$ cat src/rtl/codec_stream_bridge_pkg.sv
// Shared constants, frame-width helper and underflow-policy type for the
// codec stream bridge.
package codec_pkg;

  localparam int NUM_CH = 2;
  localparam int DW_DEF = 16;
  localparam int FW_DEF = NUM_CH * DW_DEF;

  // Frame carries one sample per channel, left in the upper half.
  function automatic int frame_width(input int dw);
    return NUM_CH * dw;
  endfunction

  localparam int               CNT_W   = 16;
  localparam logic [CNT_W-1:0] CNT_MAX = '1;

  // What the DAC sees when its FIFO runs dry on a sample tick.
  typedef enum logic {
    UF_ZERO = 1'b0,
    UF_HOLD = 1'b1
  } uf_policy_e;

endpackage

$ cat src/rtl/codec_stream_bridge_if.sv
// Bus bundle between the codec data-access controller / host and the bridge.
interface codec_stream_bridge_if #(
  parameter int FW = 32,
  parameter int AW = 3
);
  import codec_pkg::*;

  // Codec side
  logic             sample_tick;
  logic [FW-1:0]    adc_frame;
  logic [FW-1:0]    dac_frame;
  // Host side, ADC path
  logic             rd_adc_fifo;
  logic [FW-1:0]    adc_fifo_out;
  logic             adc_fifo_empty;
  logic [AW:0]      adc_fifo_level;
  // Host side, DAC path
  logic             wr_dac_fifo;
  logic [FW-1:0]    dac_fifo_in;
  logic             dac_fifo_full;
  logic [AW:0]      dac_fifo_level;
  // Mode and status
  logic             loopback;
  logic             mute;
  logic             clr_status;
  logic [CNT_W-1:0] adc_ovf_cnt;
  logic [CNT_W-1:0] dac_unf_cnt;
  logic             host_err;

  modport slave (
    input  sample_tick, adc_frame, rd_adc_fifo, wr_dac_fifo, dac_fifo_in,
           loopback, mute, clr_status,
    output dac_frame, adc_fifo_out, adc_fifo_empty, adc_fifo_level,
           dac_fifo_full, dac_fifo_level, adc_ovf_cnt, dac_unf_cnt, host_err
  );

  modport master (
    output sample_tick, adc_frame, rd_adc_fifo, wr_dac_fifo, dac_fifo_in,
           loopback, mute, clr_status,
    input  dac_frame, adc_fifo_out, adc_fifo_empty, adc_fifo_level,
           dac_fifo_full, dac_fifo_level, adc_ovf_cnt, dac_unf_cnt, host_err
  );

endinterface

$ cat src/rtl/codec_stream_bridge_fifo.sv
// First-word-fall-through synchronous FIFO. A write into a full FIFO is
// accepted only when a real pop happens in the same cycle; reads on empty
// are ignored. Head reads as zero while empty.
module sync_fifo_fwft #(
  parameter int FW = 32,
  parameter int AW = 3
) (
  input  logic          clk,
  input  logic          reset,
  input  logic          wr,
  input  logic [FW-1:0] w_data,
  input  logic          rd,
  output logic [FW-1:0] r_data,
  output logic          empty,
  output logic          full,
  output logic [AW:0]   level
);

  localparam int DEPTH = 1 << AW;

  logic [FW-1:0] mem_q [DEPTH];
  logic [AW:0]   wptr_q, wptr_d;
  logic [AW:0]   rptr_q, rptr_d;
  logic          do_wr, do_rd;

  // Extra wrap bit distinguishes full from empty when addresses match.
  assign level  = wptr_q - rptr_q;
  assign empty  = (wptr_q == rptr_q);
  assign full   = (wptr_q[AW] != rptr_q[AW]) &&
                  (wptr_q[AW-1:0] == rptr_q[AW-1:0]);
  assign do_rd  = rd & ~empty;
  assign do_wr  = wr & (~full | do_rd);
  assign r_data = empty ? '0 : mem_q[rptr_q[AW-1:0]];

  // Pointer advance for accepted pushes and pops.
  always_comb begin
    wptr_d = wptr_q;
    rptr_d = rptr_q;
    if (do_wr) wptr_d = wptr_q + (AW+1)'(1);
    if (do_rd) rptr_d = rptr_q + (AW+1)'(1);
  end

  // Pointer registers; reset empties the FIFO immediately.
  always_ff @(posedge clk or posedge reset) begin
    if (reset) begin
      wptr_q <= '0;
      rptr_q <= '0;
    end else begin
      wptr_q <= wptr_d;
      rptr_q <= rptr_d;
    end
  end

  // Storage is data only and needs no reset; empty masks stale contents.
  always_ff @(posedge clk) begin
    if (do_wr) mem_q[wptr_q[AW-1:0]] <= w_data;
  end

endmodule

$ cat src/rtl/codec_stream_bridge.sv
// Stereo sample-buffering bridge: ADC frames are queued for the host, host
// frames are queued for the DAC, one frame each way per sample tick.
// Provides occupancy, overflow/underflow counters, mute, loopback and a
// selectable underflow policy.
module codec_stream_bridge #(
  parameter int DW      = codec_pkg::DW_DEF,
  parameter int AW      = 3,
  parameter bit UF_HOLD = 1'b1
) (
  input logic                  clk,
  input logic                  reset,
  codec_stream_bridge_if.slave bus
);
  import codec_pkg::*;

  localparam int         FW        = frame_width(DW);
  localparam uf_policy_e UF_POLICY = uf_policy_e'(UF_HOLD);

  function automatic logic [CNT_W-1:0] sat_inc(input logic [CNT_W-1:0] v);
    return (v == CNT_MAX) ? v : v + CNT_W'(1);
  endfunction

  logic [FW-1:0]    adc_head, dac_head;
  logic             adc_empty, adc_full, dac_empty, dac_full;
  logic [AW:0]      adc_level, dac_level;

  logic             adc_pop, adc_ovf_ev;
  logic             dac_tick, dac_pop, dac_unf_ev, host_err_ev;

  logic [FW-1:0]    src_frame;
  logic [FW-1:0]    dac_frame_q, dac_frame_d;
  logic [FW-1:0]    hold_q, hold_d;
  logic [CNT_W-1:0] adc_ovf_q, adc_ovf_d;
  logic [CNT_W-1:0] dac_unf_q, dac_unf_d;
  logic             host_err_q, host_err_d;

  sync_fifo_fwft #(.FW(FW), .AW(AW)) u_adc_fifo (
    .clk    (clk),
    .reset  (reset),
    .wr     (bus.sample_tick),
    .w_data (bus.adc_frame),
    .rd     (bus.rd_adc_fifo),
    .r_data (adc_head),
    .empty  (adc_empty),
    .full   (adc_full),
    .level  (adc_level)
  );

  // In loopback the DAC FIFO is left alone, so its pop request is masked.
  sync_fifo_fwft #(.FW(FW), .AW(AW)) u_dac_fifo (
    .clk    (clk),
    .reset  (reset),
    .wr     (bus.wr_dac_fifo),
    .w_data (bus.dac_fifo_in),
    .rd     (dac_tick),
    .r_data (dac_head),
    .empty  (dac_empty),
    .full   (dac_full),
    .level  (dac_level)
  );

  // Event decode; a tick into a full ADC FIFO is rescued by a same-cycle pop,
  // and a host push into a full DAC FIFO is rescued by a same-cycle tick pop.
  assign adc_pop     = bus.rd_adc_fifo & ~adc_empty;
  assign adc_ovf_ev  = bus.sample_tick & adc_full & ~adc_pop;
  assign dac_tick    = bus.sample_tick & ~bus.loopback;
  assign dac_pop     = dac_tick & ~dac_empty;
  assign dac_unf_ev  = dac_tick & dac_empty;
  assign host_err_ev = (bus.rd_adc_fifo & adc_empty) |
                       (bus.wr_dac_fifo & dac_full & ~dac_pop);

  // DAC frame selection; updates only on a tick. The hold register tracks the
  // last frame sent unmuted so a dry FIFO can repeat it.
  always_comb begin
    src_frame = '0;
    if (bus.loopback)                src_frame = bus.adc_frame;
    else if (!dac_empty)             src_frame = dac_head;
    else if (UF_POLICY == UF_ZERO)   src_frame = '0;
    else                             src_frame = hold_q;

    dac_frame_d = dac_frame_q;
    hold_d      = hold_q;
    if (bus.sample_tick) begin
      dac_frame_d = bus.mute ? '0 : src_frame;
      if (!bus.mute) hold_d = src_frame;
    end
  end

  // Status next-state; clearing overrides any same-cycle event.
  always_comb begin
    adc_ovf_d  = adc_ovf_q;
    dac_unf_d  = dac_unf_q;
    host_err_d = host_err_q;
    if (adc_ovf_ev)  adc_ovf_d  = sat_inc(adc_ovf_q);
    if (dac_unf_ev)  dac_unf_d  = sat_inc(dac_unf_q);
    if (host_err_ev) host_err_d = 1'b1;
    if (bus.clr_status) begin
      adc_ovf_d  = '0;
      dac_unf_d  = '0;
      host_err_d = 1'b0;
    end
  end

  // Output frame, hold frame and status registers.
  always_ff @(posedge clk or posedge reset) begin
    if (reset) begin
      dac_frame_q <= '0;
      hold_q      <= '0;
      adc_ovf_q   <= '0;
      dac_unf_q   <= '0;
      host_err_q  <= 1'b0;
    end else begin
      dac_frame_q <= dac_frame_d;
      hold_q      <= hold_d;
      adc_ovf_q   <= adc_ovf_d;
      dac_unf_q   <= dac_unf_d;
      host_err_q  <= host_err_d;
    end
  end

  assign bus.dac_frame      = dac_frame_q;
  assign bus.adc_fifo_out   = adc_head;
  assign bus.adc_fifo_empty = adc_empty;
  assign bus.adc_fifo_level = adc_level;
  assign bus.dac_fifo_full  = dac_full;
  assign bus.dac_fifo_level = dac_level;
  assign bus.adc_ovf_cnt    = adc_ovf_q;
  assign bus.dac_unf_cnt    = dac_unf_q;
  assign bus.host_err       = host_err_q;

endmodule

$ cat src/flat_wrapper.sv
// flat-port wrapper written by rule: the top's interface ports become plain ports
module codec_stream_bridge_flat import codec_pkg::*;
#(
  parameter int DW      = codec_pkg::DW_DEF,
  parameter int AW      = 3,
  parameter bit UF_HOLD = 1'b1
)
  (clk, reset, bus_sample_tick, bus_adc_frame, bus_rd_adc_fifo, bus_wr_dac_fifo, bus_dac_fifo_in, bus_loopback, bus_mute, bus_clr_status, bus_dac_frame, bus_adc_fifo_out, bus_adc_fifo_empty, bus_adc_fifo_level, bus_dac_fifo_full, bus_dac_fifo_level, bus_adc_ovf_cnt, bus_dac_unf_cnt, bus_host_err);
  codec_stream_bridge_if #(.FW((2 * DW)), .AW(AW)) bus_i ();
  input logic clk;
  input logic reset;
  input wire logic [$bits(bus_i.sample_tick)-1:0] bus_sample_tick;
  input wire logic [$bits(bus_i.adc_frame)-1:0] bus_adc_frame;
  input wire logic [$bits(bus_i.rd_adc_fifo)-1:0] bus_rd_adc_fifo;
  input wire logic [$bits(bus_i.wr_dac_fifo)-1:0] bus_wr_dac_fifo;
  input wire logic [$bits(bus_i.dac_fifo_in)-1:0] bus_dac_fifo_in;
  input wire logic [$bits(bus_i.loopback)-1:0] bus_loopback;
  input wire logic [$bits(bus_i.mute)-1:0] bus_mute;
  input wire logic [$bits(bus_i.clr_status)-1:0] bus_clr_status;
  output wire logic [$bits(bus_i.dac_frame)-1:0] bus_dac_frame;
  output wire logic [$bits(bus_i.adc_fifo_out)-1:0] bus_adc_fifo_out;
  output wire logic [$bits(bus_i.adc_fifo_empty)-1:0] bus_adc_fifo_empty;
  output wire logic [$bits(bus_i.adc_fifo_level)-1:0] bus_adc_fifo_level;
  output wire logic [$bits(bus_i.dac_fifo_full)-1:0] bus_dac_fifo_full;
  output wire logic [$bits(bus_i.dac_fifo_level)-1:0] bus_dac_fifo_level;
  output wire logic [$bits(bus_i.adc_ovf_cnt)-1:0] bus_adc_ovf_cnt;
  output wire logic [$bits(bus_i.dac_unf_cnt)-1:0] bus_dac_unf_cnt;
  output wire logic [$bits(bus_i.host_err)-1:0] bus_host_err;
  assign bus_i.sample_tick = bus_sample_tick;
  assign bus_i.adc_frame = bus_adc_frame;
  assign bus_i.rd_adc_fifo = bus_rd_adc_fifo;
  assign bus_i.wr_dac_fifo = bus_wr_dac_fifo;
  assign bus_i.dac_fifo_in = bus_dac_fifo_in;
  assign bus_i.loopback = bus_loopback;
  assign bus_i.mute = bus_mute;
  assign bus_i.clr_status = bus_clr_status;
  assign bus_dac_frame = bus_i.dac_frame;
  assign bus_adc_fifo_out = bus_i.adc_fifo_out;
  assign bus_adc_fifo_empty = bus_i.adc_fifo_empty;
  assign bus_adc_fifo_level = bus_i.adc_fifo_level;
  assign bus_dac_fifo_full = bus_i.dac_fifo_full;
  assign bus_dac_fifo_level = bus_i.dac_fifo_level;
  assign bus_adc_ovf_cnt = bus_i.adc_ovf_cnt;
  assign bus_dac_unf_cnt = bus_i.dac_unf_cnt;
  assign bus_host_err = bus_i.host_err;
  codec_stream_bridge #(.DW(DW), .AW(AW), .UF_HOLD(UF_HOLD)) u_core (.clk(clk), .reset(reset), .bus(bus_i));
endmodule
$ cat config.mk
export PLATFORM = sky130hd
export DESIGN_NAME = codec_stream_bridge_flat
export DESIGN_NICKNAME = d
export VERILOG_FILES = /design/src/rtl/codec_stream_bridge_pkg.sv /design/src/rtl/codec_stream_bridge_if.sv /design/src/rtl/codec_stream_bridge_fifo.sv /design/src/rtl/codec_stream_bridge.sv /design/src/flat_wrapper.sv
export SDC_FILE = /design/constraint.sdc
export NUM_CORES = 1
export LEC_CHECK = 0
export CAP_MARGIN = 20
export CORE_ASPECT_RATIO = 2
export CORE_MARGIN = 2
export CORE_UTILIZATION = 25
export DETAILED_ROUTE_END_ITERATION = 12
export HOLD_SLACK_MARGIN = 0.08
export RECOVER_POWER = 25
export SLEW_MARGIN = 20
export SYNTH_ARGS = -nofsm -noshare
export SYNTH_HDL_FRONTEND = slang
export SYNTH_SLANG_ARGS = --single-unit
$ cat constraint.sdc
create_clock -name clk -period 9.63 [get_ports clk]
set_input_delay 0.963 -clock clk [delete_from_list [all_inputs] [get_ports clk]]
set_output_delay 0.963 -clock clk [all_outputs]
set_load 0.05 [all_outputs]
# After elaboration in Yosys (flattened, before gate mapping)
# Memory sizes are Yosys's and may differ from the RTL's.
# Cells that the tools add are included.
[op_classes]
n_addsub = 8
n_bitwise = 22
n_lt_le_gt_ge = 0
mux = 16
div = 0
reduce_logical = 8
mul = 0
n_eq_ne = 10
shift = 0
[op_table]
columns = ["cell", "count"]
rows = [
  ["32-bit 2-to-1 mux", 4],
  ["16-bit 2-to-1 mux", 6],
  ["16-bit by 1-bit adder with 16-bit output, second input constant", 2],
  ["16-bit == test, second input constant", 2],
  ["4-bit by 1-bit adder with 4-bit output, second input constant", 4],
  ["1-bit AND", 11],
  ["4-bit == test", 2],
  ["1-bit NOT", 8],
  ["4-bit subtractor", 2],
  ["3-bit == test", 2],
  ["1-bit 2-to-1 mux", 6],
  ["2-bit AND reduction", 3],
  ["2-bit nonzero test", 3],
  ["2-bit != test, second input constant", 2],
  ["1-bit bitwise OR", 3],
  ["1-bit logical AND", 2],
  ["1-bit != test", 2],
]
[word_totals]
n_memories = 2
rom_bits = 0
ramBits = 512
wordCells = 75
regBits = 113
latchBits = 0
input_bits = 72
[memory_table]
columns = ["name", "words", "word_bits", "read_ports", "rd_clocked_by_memory_dff", "wr", "line", "source"]
rows = [
  ["u_core.u_adc_fifo.mem_q", 8, 32, 1, 0, 1, "codec_stream_bridge_fifo.sv:21", "logic [FW-1:0] mem_q [DEPTH];"],
  ["u_core.u_dac_fifo.mem_q", 8, 32, 1, 0, 1, "codec_stream_bridge_fifo.sv:21", ""],
]

# Longest topological paths before layout
# Gate-level depths: netlist (run 1).
[depth]
ltp_word = 8
depth_mapped = 9

# Hierarchy
# From an unflattened synthesis (run 1), not the netlist that was laid out.
[hier_totals]
cells_unflattened = 1402
area_unflattened_um2 = 25131.6
[by_module_without_submodules]
columns = ["mod", "cells_each", "area_per_inst_um2", "n_inst"]
rows = [
  ["sync_fifo_fwft", 434, 10184.8, 2],
  ["codec_stream_bridge", 534, 4762.1, 1],
]

# Worst setup path before layout (run 1)
# Ideal clock, no wire load.
[synth_timing]
path_kind = "reg2reg"
startpoint = "reg u_core.u_dac_fifo.rptr_q[2]"
endpoint = "mem u_core.u_dac_fifo.mem_q[0][0] (enable)"
t_arrival_ns = 4.915
period_less_slack_ns = 5.416
n_path_buf = 2
stages_incl_launch_ff = 8
path_slack_ns = 4.214
required_ns = 9.129
setup_ns = 0.501
path_cell_list = "dfrtp_1 clkbuf_1 buf_1 inv_1 ha_1 nand3_1 o31ai_1 nor4_1"
[synth_via]
elab_chain_cells = 7
elab_cells_between_ends = 10
[synth_lines]
columns = ["item", "line", "source"]
rows = [
  ["start, declared", "codec_stream_bridge_fifo.sv:23", "logic [AW:0] rptr_q, rptr_d;"],
  ["start signal, assigned", "codec_stream_bridge_fifo.sv:50", "rptr_q <= rptr_d;"],
  ["4-bit == test / 3-bit == test (equally long branches)", "codec_stream_bridge_fifo.sv:28, codec_stream_bridge_fifo.sv:30", ""],
  ["1-bit NOT / 1-bit logical AND (equally long branches)", "codec_stream_bridge_fifo.sv:31, codec_stream_bridge_fifo.sv:29", ""],
  ["1-bit AND / 1-bit NOT (equally long branches)", "codec_stream_bridge_fifo.sv:31, codec_stream_bridge_fifo.sv:32", ""],
  ["1-bit bitwise OR *", "codec_stream_bridge_fifo.sv:32", "assign do_wr = wr & (~full | do_rd);"],
  ["1-bit AND *", "codec_stream_bridge_fifo.sv:32", ""],
  ["1-bit 2-to-1 mux *", "codec_stream_bridge_fifo.sv:56", "if (do_wr) mem_q[wptr_q[AW-1:0]] <= w_data;"],
  ["1-bit 2-to-1 mux (not written as such) *", "codec_stream_bridge_fifo.sv:56", ""],
  ["end, declared", "codec_stream_bridge_fifo.sv:21", ""],
]
# Mark *: on every way between the ends. The rest lies on a longest branch, timed or not.

# Final worst setup path (run 1)
[layout_timing]
startpoint = "reg u_core.u_dac_fifo.rptr_q[2]"
endpoint = "out bus_dac_fifo_full"
[layout_via]
elab_chain_cells = 2
[layout_lines]
columns = ["item", "line", "source"]
rows = [
  ["3-bit == test", "codec_stream_bridge_fifo.sv:30", "(wptr_q[AW-1:0] == rptr_q[AW-1:0]);"],
  ["1-bit logical AND", "codec_stream_bridge_fifo.sv:29", "assign full = (wptr_q[AW] != rptr_q[AW]) &&"],
  ["end, declared", "flat_wrapper.sv:24", "output wire logic [$bits(bus_i.dac_fifo_full)-1:0] bus_dac_fifo_full;"],
]
# Every way passes these cells.

==> results_dict.tcl, run 1 <==
set metrics [dict create \
    synth.most_common_cell "edfxtp_1" \
    path_delay_family "buffers and inverters" \
    use_met3 0.0318 \
    grt_pass1_wl_um 95500 \
    postCtsHoldBufs 0 \
    power.leakage_nw 10.1 \
    skew_ns 0.0206 \
    crit_chain "buf_4 -> inv_1 -> ha_1 -> nand3_2 -> nor2_1 -> clkdlybuf4s50_1" \
    antenna_found_initial 30 \
    grt_max_degree 68 \
    reg2reg_depth 8 \
    cp-start-kind "flip-flop" \
    hold_depth 2 \
    fin_nets 1774 \
    critical_path.max_fanout 66 \
    whs_endpoint "u_core.bus.dac_frame[0]" \
    clk_latency_ns 0.60 \
    io_pins 179 \
    finalPower_mw 9.34 \
    grt_overflow 0 \
    slowest_stage "clkdlybuf4s50_1" \
    r2r-start "u_core.u_dac_fifo.rptr_q[2]" \
    cts_root_buf "clkbuf_16" \
    yosys_warnings 0 \
    dp_hpwl_um 41300 \
    htree_levels 2 \
    grt_use_met2 0.216 \
    finalHoldViolCount 0 \
    p_per_area_mw_per_mm2 306 \
    synth_common_cells "edfxtp_1 (512), nand2_1 (182), mux4_2 (128)" \
    multi_input_comb_area_mm2 0.00677 \
    drive_gt1_frac 0.179 \
    row_count 165 \
    wl_per_cell_um 20.6 \
    status "finished clean" \
    vias 13994 \
    syn-num-nets 1592 \
    core_mm2 0.101 \
    ant_nets 0 \
    syn_inst 1506 \
    cts_resized 0 \
    ctsLongestPathBuffers 3 \
    cpPeakStageDelay_ns 0.88 \
    synth_top_flop_cell "edfxtp_1" \
    reg2reg_setup_slack_ns 5.31 \
    setup_tns_ns 0 \
    finalCritPeriodShare 0.555 \
    ys_async_sr_fraction 0.181 \
    vias_per_cell 4.56 \
    rsz0062_at_grt "false" \
    fillerInstances 9842 \
    yosysTopAreaCellShare 0.606 \
    synth_cell_types 46 \
    yosys-top-cells-area "edfxtp_1 (61%), mux4_2 (11%), dfrtp_1 (11%)" \
    peakVddDrop_mv 0.157 \
    wl_um 63100 \
    area.growth.synth_to_final_pct 20.3 \
    top_usage_layer "met2" \
    syn-cell-area_mm2 0.0254 \
    fmax_mhz 187 \
    endpoint_kind "output pin" \
    dr.pass1.iters 5 \
    setup_viol 0 \
    hold_path_class "flip-flop to flip-flop" \
    initialDrtViolationCount 767 \
    cts.sinks 625 \
    post_cts_buffers 0 \
    crit_type "flip-flop to output pin" \
    min_from "u_core.bus.dac_frame[0]" \
    remaining_drc_errors 0 \
    worstPathArrival_ns 4.38 \
    dieWidth_um 229 \
    reg2reg_to "u_core.u_dac_fifo.mem_q[7][21]" \
    ys_seq_elements 625 \
    slew_headroom 0.262 \
    synth-edff-count 512 \
    tritoncts "done" \
    place_congestion 0.766 \
    grt_usage 0.120 \
    worst-path-buf-inv 3 \
    slew_viol_final 0 \
    timing.critical_path.required_ns 8.67 \
    seq_area_mm2 0.0182 \
    fp.dieArea_mm2 0.104 \
    use_met1 0.139 \
    synth.avg_cell_area_um2 16.8 \
    grt_pass1_vias 14907 \
    start_util 0.251 \
    die_h_um 455 \
    fin_crit_ns 5.35 \
    cts_buffers 52 \
    path_clk_slew_ns 0.07 \
    cap_violations 0 \
    yosysTopAreaCell "edfxtp_1" \
    ys_seq_area_frac 0.717 \
    portBuffers 178 \
    worstMarginPinSlew_ns 1.11 \
]
==> cell families (layout without fill, tap and decap cells) <==
family,count (synthesis),after routing,share of synthesized area
muxes,179,179,0.136
DFF,625,625,0.717
other,0,2,0
AOI/OAI and AO/OA,140,140,0.0369
buffers and inverters,135,360,0.0208
adders and majority gates,14,14,0.00750
xor gates and xnor gates,19,19,0.00686
and+or+nand+nor,394,394,0.0742
==> where the power goes <==
group	internal (mW)	switching, mW	leakage [nW]	total, mW
Combinational	1.36	2.26	3.21	3.62
Sequential	3.41	0.254	6.11	3.66
Clock	1.06	0.994	0.772	2.05
==> final cells by class <==
class	count	share of cell area
Clock inverter	38	0.0102
Sequential cell	625	0.597
Multi-Input combinational cell	746	0.222
Timing Repair Buffer	209	0.0657
Tap cell	1336	0.0548
Antenna cell	2	0.000164
Inverter	54	0.00668
Clock buffer	59	0.0435
==> per-stage QoR <==
stage                     worst slack [ns]  hold slack [ns]  cells   util  instance area, um^2
final                                 4.28            0.506   3069  0.302                30500
after global routing                  3.87            0.542   3068  0.302                30500
after CTS                             4.10            0.512   3067  0.302                30500
after detailed placement              4.77            0.490   2970  0.286                28900
after global placement                4.78            0.486   2970  0.286                28900
after floorplan                       4.21            0.494   1506      -                25400
==> worst register-to-register path, cell delays in order, from the launching register on <==
cell and delay [ns]:
dfrtp_2 0.34, buf_4 0.71, inv_1 0.18, ha_1 0.41, nand3_2 0.70, o31ai_1 1.05, or3_1 0.26, inv_1 0.05
buf_4 0.29
==> per-layer routing <==
| metal | wire [um] | vias up | share of wire |
|---|---|---|---|
| met4 | 1720 | 48 | 0.027 |
| met5 | 301 | - | 0.0048 |
| met2 | 32400 | 357 | 0.51 |
| li1 | - | 6203 | - |
| met1 | 24800 | 7244 | 0.39 |
| met3 | 3890 | 142 | 0.062 |
==> registers in the layout, summed over array words and instances, names as in the netlist <==
register	count
u_core.bus.adc_ovf_cnt	16
u_core.u_adc_fifo.mem_q	256
u_core.u_dac_fifo.wptr_q	4
u_core.u_dac_fifo.mem_q	256
u_core.u_adc_fifo.wptr_q	4
u_core.u_dac_fifo.rptr_q	4
u_core.hold_q	32
u_core.bus.dac_frame	32
u_core.bus.dac_unf_cnt	16
u_core.bus.host_err	1
u_core.u_adc_fifo.rptr_q	4
==> worst max path at each step <==
| stage | from | endpoint | slack [ns] | cells past startpoint |
|---|---|---|---|---|
| after floorplan | u_core.u_dac_fifo.rptr_q[2] | u_core.u_dac_fifo.mem_q[0][0] | 4.21 | 7 |
| after global placement | u_core.u_dac_fifo.rptr_q[2] | bus_dac_fifo_full | 4.78 | 6 |
| after detailed placement | u_core.u_dac_fifo.rptr_q[2] | bus_dac_fifo_full | 4.77 | 6 |
| after CTS | u_core.u_dac_fifo.rptr_q[2] | bus_dac_fifo_full | 4.10 | 6 |
| after global routing | u_core.u_dac_fifo.rptr_q[2] | bus_dac_fifo_full | 3.87 | 6 |
| final | u_core.u_dac_fifo.rptr_q[2] | bus_dac_fifo_full | 4.28 | 6 |
==> layout by cell type (no fill, tap or decap), drive strengths merged, types with 12 or more instances in the layout <==
| master | synthesis | layout |
|---|---|---|
| nor3 | 15 | 15 |
| mux2 | 51 | 51 |
| o41ai | 31 | 31 |
| clkbuf | 53 | 59 |
| mux4 | 128 | 128 |
| nor2b | 17 | 17 |
| inv | 52 | 53 |
| dlygate4sd3 | 0 | 44 |
| clkdlybuf4s50 | 0 | 132 |
| edfxtp | 512 | 512 |
| ha | 12 | 12 |
| xnor2 | 16 | 16 |
| nor2 | 31 | 31 |
| buf | 28 | 33 |
| dfrtp | 113 | 113 |
| nand3 | 56 | 56 |
| nand2 | 182 | 182 |
| o211ai | 32 | 32 |
| clkinv | 2 | 26 |
| o21ai | 13 | 13 |
| nand2b | 36 | 36 |
| a21oi | 49 | 49 |
| nor4 | 15 | 15 |
(Power assumes the default switching activity.)
==> run 2, diff against run 1 <==
clock period = 4.55 ns   (was 9.63 ns; I/O delays follow)
==> results_dict.tcl, run 2 (same netlist as run 1, synthesis figures left out) <==
set metrics [dict create \
    ant_nets 0 \
    vias_per_cell 4.57 \
    cts.sinks 625 \
    portBuffers 178 \
    fp.dieArea_mm2 0.104 \
    post-route-worst-setup-slack_ns 0.726 \
    grt_overflow 0 \
    pre_cts_ws_ns 1.20 \
    slew_headroom -0.133 \
    antenna_found_initial 23 \
    place_inst 2973 \
    critical_path.max_fanout 13 \
    violations "max-capacitance violations, max-slew violations" \
    fmax_mhz 261 \
    finalCritPeriodShare 0.841 \
    wl_um 65100 \
    path_clk_slew_ns 0.07 \
    ctsLongestPathBuffers 3 \
    fin_nets 1777 \
    power.leakage_nw 10.4 \
    area.growth.synth_to_final_pct 22.3 \
    whs_endpoint "u_core.u_dac_fifo.rptr_q[0]" \
    die_h_um 455 \
    grt_usage 0.123 \
    final_cell_mix "edfxtp_1 (512), nand2_1 (182), mux4_2 (128), dfrtp_1 (108), clkdlybuf4s50_1 (99)" \
    hold_path_class "input pin to flip-flop" \
    cap_violations 1 \
    io_pins 179 \
    clk_latency_ns 0.61 \
    r2r-start "u_core.u_dac_fifo.rptr_q[0]" \
    htree_levels 2 \
    status "finished with violations" \
    cts_resized 0 \
    post-route-util 0.307 \
    peakVddDrop_mv 0.389 \
    worstMarginPinSlew_ns 1.69 \
    rsz0062_at_grt "false" \
    place_congestion 0.806 \
    finalHoldViolCount 0 \
    setup_viol 0 \
    cts_root_buf "clkbuf_16" \
    final_common_cell "edfxtp_1" \
    slew_viol_final 33 \
    postCtsHoldBufs 0 \
    p_per_area_mw_per_mm2 673 \
    worstPathArrival_ns 3.37 \
    vias 14066 \
    skew_ns 0.0259 \
    grt_pass1_vias 15008 \
    reg2reg_setup_slack_ns 1.30 \
    min_from "bus_loopback" \
    finalPower_mw 20.9 \
    tritoncts "done" \
    drive_gt1_frac 0.205 \
    dieWidth_um 229 \
    cts_buffers 52 \
    start_util 0.251 \
    wl_per_cell_um 21.2 \
    crit_type "flip-flop to output pin" \
    row_count 165 \
    holdWs_ns 0.457 \
    cp-start-kind "flip-flop" \
    grt_pass1_wl_um 97100 \
    dr.pass1.iters 5 \
    layout.cells.non_filler 3075 \
    endpoint_kind "output pin" \
    dp_hpwl_um 43100 \
    timing.critical_path.required_ns 4.09 \
    core_mm2 0.101 \
    grt_max_degree 82 \
    initialDrtViolationCount 1090 \
    reg2reg_depth 6 \
    post_cts_buffers 0 \
    reg2reg_to "u_core.u_dac_fifo.mem_q[7][22]" \
    fin_crit_ns 3.82 \
    remaining_drc_errors 0 \
    hold_depth 4 \
]
run 2: cell type report:
type	count	area, um^2
clock inverter	33	319
clock buffer	64	1410
antenna	5	12.5
inverter	54	204
timing repair buffer	212	2390
multi-input combinational	746	6810
sequential	625	18200
fill	9738	69900
tap	1336	1670
run 2: per-layer routing:
| layer | track usage | part of all wire | up-vias | wire (um) |
|---|---|---|---|---|
| met2 | 0.221 | 0.51 | 412 | 33500 |
| met3 | 0.0266 | 0.057 | 117 | 3740 |
| met1 | 0.145 | 0.39 | 7283 | 25700 |
| met5 | 0 | 0.0027 | - | 178 |
| met4 | 0.0437 | 0.030 | 28 | 1980 |
| li1 | - | - | 6226 | - |
run 2: stage by stage:
| stage | TNS [ns] | cell area (um^2) |
|---|---|---|
| after floorplan | -3.43 | 25400 |
| after global placement | 0 | 29300 |
| after detailed placement | 0 | 29300 |
| after CTS | 0 | 31000 |
| after global routing | 0 | 31000 |
| final | 0 | 31000 |
run 2: critical path, cell delays in order (launching register included):
cell	delay, ns
dfrtp_1	0.50
ha_1	0.43
nand3_1	0.11
or2b_1	0.16
clkinv_1	0.53
a21oi_1	0.83
buf_12	0.22
run 2: how the worst max path moves through the flow:
| stage | start | to | slack [ns] | cells after the start |
|---|---|---|---|---|
| global route | u_core.u_adc_fifo.wptr_q[2] | bus_adc_fifo_out[30] | 0.58 | 6 |
| CTS | u_core.u_adc_fifo.wptr_q[2] | bus_adc_fifo_out[30] | 0.68 | 6 |
| floorplan | u_core.u_dac_fifo.rptr_q[2] | u_core.u_dac_fifo.mem_q[1][0] | -0.04 | 7 |
| global placement | bus_rd_adc_fifo | u_core.u_adc_fifo.mem_q[4][25] | 1.26 | 6 |
| finish | u_core.u_adc_fifo.wptr_q[2] | bus_adc_fifo_out[30] | 0.73 | 6 |
| detailed placement | bus_rd_adc_fifo | u_core.u_adc_fifo.mem_q[4][28] | 1.20 | 6 |
run 2: power by group:
part	leakage [nW]	internal (mW)	total, mW	switching [mW]
clock network	0.840	2.46	4.59	2.13
logic	3.44	3.51	8.64	5.13
registers	6.11	7.22	7.67	0.451
total	10.4	13.2	20.9	7.71
==> run 3, diff against run 2 <==
clock period = 3.3 ns   (was 4.55 ns; I/O delays follow)
==> results_dict.tcl, run 3 (same netlist as run 1, synthesis figures left out) <==
set metrics [dict create \
    grt_pass1_vias 14759 \
    p_per_area_mw_per_mm2 933 \
    fmax_mhz 316 \
    fin_nets 1784 \
    worstMarginPinSlew_ns 1.01 \
    final_cell_mix "edfxtp_1 (512), nand2_1 (182), mux4_2 (128), dfrtp_1 (108), clkdlybuf4s50_1 (93)" \
    ctsLongestPathBuffers 3 \
    path_clk_slew_ns 0.07 \
    finalCritPeriodShare 0.959 \
    slew_headroom 0.325 \
    vias_per_cell 4.53 \
    pre_cts_ws_ns 0.389 \
    grt_usage 0.123 \
    cap_violations 0 \
    wl_per_cell_um 20.9 \
    dr.pass1.iters 5 \
    clk_latency_ns 0.61 \
    cp-start-kind "flip-flop" \
    start_util 0.251 \
    peakVddDrop_mv 0.602 \
    cts.sinks 625 \
    htree_levels 2 \
    place_congestion 0.797 \
    core_mm2 0.101 \
    post-route-util 0.310 \
    power.leakage_nw 10.5 \
    dieWidth_um 229 \
    remaining_drc_errors 0 \
    skew_ns 0.0190 \
    portBuffers 178 \
    rsz0062_at_grt "true" \
    grt_overflow 0 \
    grt_max_degree 114 \
    crit_type "flip-flop to output pin" \
    io_pins 179 \
    fin_crit_ns 3.16 \
    vias 13964 \
    endpoint_kind "output pin" \
    drive_gt1_frac 0.207 \
    wl_um 64400 \
    post_cts_buffers 0 \
    cts_root_buf "clkbuf_16" \
    final_common_cell "edfxtp_1" \
    slew_viol_final 0 \
    finalHoldViolCount 0 \
    tritoncts "done" \
    critical_path.max_fanout 33 \
    row_count 165 \
    status "finished clean" \
    hold_path_class "input pin to async pin" \
    fp.dieArea_mm2 0.104 \
    cts_buffers 52 \
    antenna_found_initial 16 \
    timing.critical_path.required_ns 2.97 \
    initialDrtViolationCount 961 \
    setup_viol 0 \
    grt_pass1_wl_um 96300 \
    die_h_um 455 \
    ant_nets 0 \
    area.growth.synth_to_final_pct 23.2 \
    worstPathArrival_ns 2.83 \
    post-route-worst-setup-slack_ns 0.136 \
    dp_hpwl_um 42000 \
]
==> run 3: cell count changes in the layout (fill, tap and decap cells not counted), sizes merged <==
cell	delta
buf	+9
clkbuf	+2
clkdlybuf4s50	-6
clkinv	-8
clkinvlp	+2
diode	-1
dlygate4sd3	+3
dlymetal6s2s	+1
inv	+4
==> run 3: worst paths after layout <==
check	cells after the start	to	startpoint	slack, ns
hold / removal	3	u_core.bus.adc_ovf_cnt[14]	reset	0.21
setup reg to reg	6	u_core.u_adc_fifo.mem_q[0][22]	u_core.u_adc_fifo.wptr_q[2]	0.38
hold reg to reg	2	u_core.bus.dac_frame[12]	u_core.bus.dac_frame[12]	0.51
min in group clk	4	u_core.u_adc_fifo.wptr_q[1]	bus_sample_tick	0.27
max in group asynchronous	3	u_core.bus.dac_frame[21]	reset	2.46
setup / recovery	8	bus_adc_fifo_out[30]	u_core.u_adc_fifo.wptr_q[2]	0.14
==> run 3: final cells by class <==
type / instances / area (um^2)
Antenna cell: 4 / 10.0
Clock buffer: 66 / 1400
Clock inverter: 31 / 327
Sequential cell: 625 / 18200
Multi-Input combinational cell: 746 / 6820
Fill cell: 9758 / 69700
Tap cell: 1336 / 1670
Timing Repair Buffer: 219 / 2610
Inverter: 54 / 206
==> run 3: what timing repair did <==
action / in CTS / in global routing
resized for setup: 1 / 1
pin swaps: 0 / 0
endpoints found under the setup margin: 3 / 2
hold buffers: 0 / 0
==> run 3: metal layers <==
layer | up-vias | track usage | part of all wire
li1 | 6227 | - | -
met1 | 7247 | 0.143 | 0.39
met2 | 353 | 0.222 | 0.52
met3 | 117 | 0.0249 | 0.052
met4 | 20 | 0.0442 | 0.031
met5 | - | 0 | 0.0020
==> run 3: metrics by stage <==
step	hold WS [ns]	setup TNS (ns)	cells	power [mW]	cell area, um^2
final	0.210	0	3081	29.2	31300
after global routing	0.276	-0.000476	3080	30.5	31300
after CTS	0.259	0	3077	29.7	31200
after detailed placement	0.491	0	2980	23.3	29500
after global placement	0.487	0	2980	23.1	29500
after floorplan	0.429	-8.72	1506	18.0	25500
==> run 3: where the power goes <==
| group | internal [mW] | leakage (nW) | switching (mW) |
|---|---|---|---|
| Sequential | 9.95 | 6.11 | 0.555 |
| Clock | 3.37 | 0.824 | 2.91 |
| Combinational | 5.12 | 3.54 | 7.28 |
| Total | 18.4 | 10.5 | 10.7 |
==> run 3: worst max-delay path, cell delays in order, from the launching register on <==
cell and delay [ns]:
dfrtp_1 0.50, ha_1 0.43, nand3_1 0.10, or2b_1 0.28, clkinv_1 0.08, buf_6 0.34
a21oi_1 0.14, buf_4 0.19, buf_12 0.14
